<file path="src/rtl/comp_gt8_rr_sched.sv">
// Round-robin scheduler that time-shares one comp_gt8 (unsigned a > b) among N_REQ requesters.
// Optional COMP_GT8_RR_SCHED_STATS_EN adds saturating compare / greater-than counters.

module comp_gt8 (
  input  logic [7:0] a,
  input  logic [7:0] b,
  output logic       gt
);
  assign gt = (a > b);
endmodule

module comp_gt8_rr_sched #(
  parameter int N_REQ = 4,
  parameter int PTR_W = 2
) (
  input  logic                 clk,
  input  logic                 reset_n,
  input  logic [N_REQ-1:0]     req,
  input  logic [8*N_REQ-1:0]   req_a,
  input  logic [8*N_REQ-1:0]   req_b,
  output logic [N_REQ-1:0]     gnt,
  output logic [N_REQ-1:0]     done,
  output logic                 gt,
  output logic [PTR_W-1:0]     res_id,
  output logic                 busy
`ifdef COMP_GT8_RR_SCHED_STATS_EN
  ,
  output logic [15:0]          cmp_cnt,
  output logic [15:0]          gt_cnt
`endif
);

  typedef enum logic [1:0] {
    IDLE = 2'd0,
    CMP  = 2'd1,
    RESP = 2'd2
  } state_t;

  localparam int PAD_W = 1 << PTR_W;

  state_t               state_reg;
  logic [PTR_W-1:0]     ptr_reg;
  logic [PTR_W-1:0]     sel_reg;
  logic [PTR_W-1:0]     res_id_reg;
  logic [7:0]           op_a_reg;
  logic [7:0]           op_b_reg;
  logic [N_REQ-1:0]     gnt_reg;
  logic [N_REQ-1:0]     done_reg;
  logic                 gt_reg;
  logic                 busy_reg;

  logic [PTR_W-1:0]     win_next;
  logic                 win_vld_next;
  logic [N_REQ-1:0]     win_oh_next;
  logic [PAD_W-1:0]     req_pad;
  logic [7:0]           a_arr [N_REQ];
  logic [7:0]           b_arr [N_REQ];
  logic                 cmp_gt;

  genvar gi;
  generate
    for (gi = 0; gi < N_REQ; gi++) begin : g_unpack
      assign a_arr[gi]       = req_a[8*gi +: 8];
      assign b_arr[gi]       = req_b[8*gi +: 8];
      assign win_oh_next[gi] = (win_next == PTR_W'(gi));
    end
  endgenerate

  // Scan from the highest offset down so the nearest set bit at/after ptr wins.
  always_comb begin
    logic [PTR_W:0] cand;
    req_pad              = '0;
    req_pad[N_REQ-1:0]   = req;
    win_next             = '0;
    win_vld_next         = 1'b0;
    cand                 = '0;
    for (int i = N_REQ - 1; i >= 0; i--) begin
      cand = {1'b0, ptr_reg} + (PTR_W + 1)'(i);
      if (cand >= (PTR_W + 1)'(N_REQ))
        cand = cand - (PTR_W + 1)'(N_REQ);
      if (req_pad[cand[PTR_W-1:0]]) begin
        win_next     = cand[PTR_W-1:0];
        win_vld_next = 1'b1;
      end
    end
  end

  comp_gt8 u_cmp (
    .a  (op_a_reg),
    .b  (op_b_reg),
    .gt (cmp_gt)
  );

  always_ff @(posedge clk or negedge reset_n) begin
    if (!reset_n) begin
      state_reg  <= IDLE;
      ptr_reg    <= '0;
      sel_reg    <= '0;
      res_id_reg <= '0;
      op_a_reg   <= '0;
      op_b_reg   <= '0;
      gnt_reg    <= '0;
      done_reg   <= '0;
      gt_reg     <= 1'b0;
      busy_reg   <= 1'b0;
    end else begin
      case (state_reg)
        IDLE: begin
          if (win_vld_next) begin
            op_a_reg  <= a_arr[win_next];
            op_b_reg  <= b_arr[win_next];
            sel_reg   <= win_next;
            gnt_reg   <= win_oh_next;
            busy_reg  <= 1'b1;
            state_reg <= CMP;
          end
        end
        CMP: begin
          gt_reg     <= cmp_gt;
          res_id_reg <= sel_reg;
          done_reg   <= gnt_reg;
          state_reg  <= RESP;
        end
        RESP: begin
          done_reg  <= '0;
          gnt_reg   <= '0;
          busy_reg  <= 1'b0;
          ptr_reg   <= (sel_reg == PTR_W'(N_REQ - 1)) ? '0 : sel_reg + 1'b1;
          state_reg <= IDLE;
        end
        default: begin
          done_reg  <= '0;
          gnt_reg   <= '0;
          busy_reg  <= 1'b0;
          state_reg <= IDLE;
        end
      endcase
    end
  end

  assign gnt    = gnt_reg;
  assign done   = done_reg;
  assign gt     = gt_reg;
  assign res_id = res_id_reg;
  assign busy   = busy_reg;

`ifdef COMP_GT8_RR_SCHED_STATS_EN
  logic [15:0] cmp_cnt_reg;
  logic [15:0] gt_cnt_reg;

  // gt_reg already holds the fresh result during RESP.
  always_ff @(posedge clk or negedge reset_n) begin
    if (!reset_n) begin
      cmp_cnt_reg <= '0;
      gt_cnt_reg  <= '0;
    end else if (state_reg == RESP) begin
      if (cmp_cnt_reg != 16'hFFFF)
        cmp_cnt_reg <= cmp_cnt_reg + 16'd1;
      if (gt_reg && (gt_cnt_reg != 16'hFFFF))
        gt_cnt_reg <= gt_cnt_reg + 16'd1;
    end
  end

  assign cmp_cnt = cmp_cnt_reg;
  assign gt_cnt  = gt_cnt_reg;
`endif

endmodule
</file>
<file path="config.mk">
export PLATFORM = sky130hd
export DESIGN_NAME = comp_gt8_rr_sched
export DESIGN_NICKNAME = d
export VERILOG_FILES = /design/src/rtl/comp_gt8_rr_sched.sv
export SDC_FILE = /design/constraint.sdc
export NUM_CORES = 1
export LEC_CHECK = 0
export BUFFER_PORTS_ARGS = -buffer_cell sky130_fd_sc_hd__buf_2
export CORE_ASPECT_RATIO = 1.75
export CORE_MARGIN = 2
export CORE_UTILIZATION = 40
export DETAILED_ROUTE_END_ITERATION = 10
export GPL_ROUTABILITY_DRIVEN = 0
export GPL_TIMING_DRIVEN = 0
export PLACE_DENSITY = 0.78
export SYNTH_ARGS = -nofsm -noshare
export SYNTH_HDL_FRONTEND = slang
export SYNTH_HIERARCHICAL = 1
export SYNTH_SLANG_ARGS = --single-unit
</file>
<file path="constraint.sdc">
create_clock -name clk -period 2 [get_ports clk]
set_input_delay 0.3 -clock clk [delete_from_list [all_inputs] [get_ports clk]]
set_output_delay 0.3 -clock clk [all_outputs]
set_load 0.01 [all_outputs]
</file>
==> results.yml <==
worst_setup_path:
  end_kind: "flop"
  cp.arrival_ps: 1900
  worstPathRequired_ps: 2160
  start_kind: "flop"
  path_class: "reg -> reg"
  worst-path-max-fanout: 10
floorplanning:
  core_area_um2: 5170
  start_util_pct: 40.8
  die_w_um: 58.8
  dieArea_um2: 5880
  die_h_um: 100
  pin_count: 82
  rows: 35
timing:
  maxSlewHeadroom_pct: 50.2
  fin_worst_skew_ps: 7.81
  grt_setup_unrepaired: "false"
  period_needed_ps: 1740
  hold_viol_final: 0
  tightest_slew_ps: 747
  setup-violations-final: 0
  fin_tns_setup_ps: 0
  slew_viol_final: 0
  timing.fmax_ghz: 0.575
  finalCritPeriodShare_pct: 87.0
route:
  vias_per_cell: 5.20
  wl_per_cell_um: 14.4
  drtAntennaViolNets: 0
  num_vias: 1699
  drc: 2
  drt-initial-drc-count: 34
  routed_wl_um: 4710
  drt_pass1_iterations: 7
synthesis:
  async_reset_ff_share_pct: 100
  yosysWarnings: 6
  synthCells: 183
  netlist_area_um2: 2110
  post-synth-top-area-cell: "dfrtp_1"
  syn_nets: 262
  yosysUniqueCellTypes: 36
  synthTopCellsByCount: "mux2i_1, dfrtp_1, nand2_1"
  synth_edf_count: 0
  synth_area_leaders: "dfrtp_1, mux2i_1, o221ai_2"
  avgSynthCellArea_um2: 11.5
  yosysSeqAreaShare_pct: 40.4
  synth-seq-cells: 34
  yosysMostFrequentCell: "mux2i_1"
  yosysTopAreaCellShare_pct: 40.4
  synth-main-ff-cell: "dfrtp_1"
power_and_ir_drop:
  p_per_area_nw_per_um2: 1550
  p_leak_nw: 1.42
  ir_drop_mv: 0.679
  totalPowerFinal_w: 0.00416
clock_network:
  cts_setup_buffers: 0
  postCtsHoldBufs: 0
  cts_tree: "built"
  cts_sinks: 34
  cts-root-buf: "clkbuf_8"
  clockBufferDepth: 2
  cts_resized: 0
  clk_latency_ps: 290
  path_clk_slew_ps: 70
  cts.htree.levels: 2
  numCtsBuffers: 5
grt:
  grt_pass1_vias: 1795
  grt_usage_pct: 17.7
  gr-total-overflow: 0
  grt_max_degree: 35
  grt_pass1_wl_um: 7940
  antenna_found_initial: 0
finish:
  nFillCells: 491
  drive_gt1_share_pct: 44.9
  final_nets: 350
  syn_to_final_growth_pct: 27.7
  diodes: 0
outcome:
  status: "complete, but fails checks"
  failed_checks: "DRC"
run:
  drv_cap: 0
place:
  hpwl_um: 3760
  io_buffer_count: 81
hold_path:
  hp-class: "in -> async"
worst max-delay path, cell delays in order, from the launching register on:
cell	delay, ps
dfrtp_1	400
nand2b_1	160
a21o_1	180
o211ai_1	100
buf_6	220
buf_8	180
mux2i_1	250
o221ai_2	120
area by class of cell:
type                    instances  area [µm²]  share of cell area (%)
multi-input cells             129        1110                    41.3
flip-flops and latches         34         851                    31.6
repair buffers                 81         405                    15.1
plain buffers                  10         100                    3.72
clock buffers                   5        68.8                    2.56
well taps                      55        68.8                    2.56
inverters                      10        45.0                    1.68
clock inverters                 3        40.0                    1.49
power by group:
group | internal [W] | switching (W) | total, W
Clock | 0.000367 | 0.000258 | 0.000625
Combinational | 0.00109 | 0.00119 | 0.00228
Sequential | 0.00103 | 0.000223 | 0.00125
routing by layer:
layer / part of all wire (%) / global-route usage [%] / vias to the layer above
met2: 58 / 33.9 / 40
met3: 3.2 / 2.84 / 7
met5: 0 / 0 / -
li1: - / - / 847
met1: 36 / 18.6 / 805
met4: 1.8 / 5.94 / 0
path summary, 6_finish.rpt:
path	end	depth (start not counted)	start	slack [ps]
max	op_b_reg[1]	7	ptr_reg[0]	260
min	op_a_reg[6]	1	reset_n	70
max reg2reg	op_b_reg[1]	7	ptr_reg[0]	260
min reg2reg	busy	2	busy	470
max in group asynchronous	op_b_reg[3]	1	reset_n	1450
min in group clk	op_b_reg[4]	3	req_b[28]	320
through the flow:
stage	instances	hold WS [ps]	setup slack, ps	utilization (%)	cell area (µm²)
after floorplan	183	4.41	430	-	2110
after global placement	319	398	215	49.9	2580
after detailed placement	319	409	199	49.9	2580
after CTS	327	96.0	245	52.0	2690
after global routing	327	135	122	52.0	2690
final	327	74.2	260	52.0	2690
kinds of logic (layout without fill, tap and decap cells):
kind of cell               after synthesis  count (layout)  synth area share [%]
muxes                                   40              40                  19.3
buffers and inverters                   20             109                  6.89
DFF                                     34              34                  40.4
and+or+nand+nor                         45              45                  11.3
AOI/OAI and AO/OA                       35              35                  16.8
adders and majority gates                9               9                  5.35
cells in the final DEF (no fill, tap or decap), drive strengths merged:
master,count
a21o,1
a21oi,5
a32o,2
buf,90
bufinv,1
clkbuf,6
clkinv,2
dfrtp,34
ha,9
inv,10
mux2,4
mux2i,36
nand2,27
nand2b,4
nand4,2
nor2,6
nor2b,4
nor4,1
o211ai,2
o21ai,3
o221ai,16
o22a,1
o31ai,3
o32a,1
o32ai,1
or3,1
Note: power is estimated with default switching activity, not from simulation.
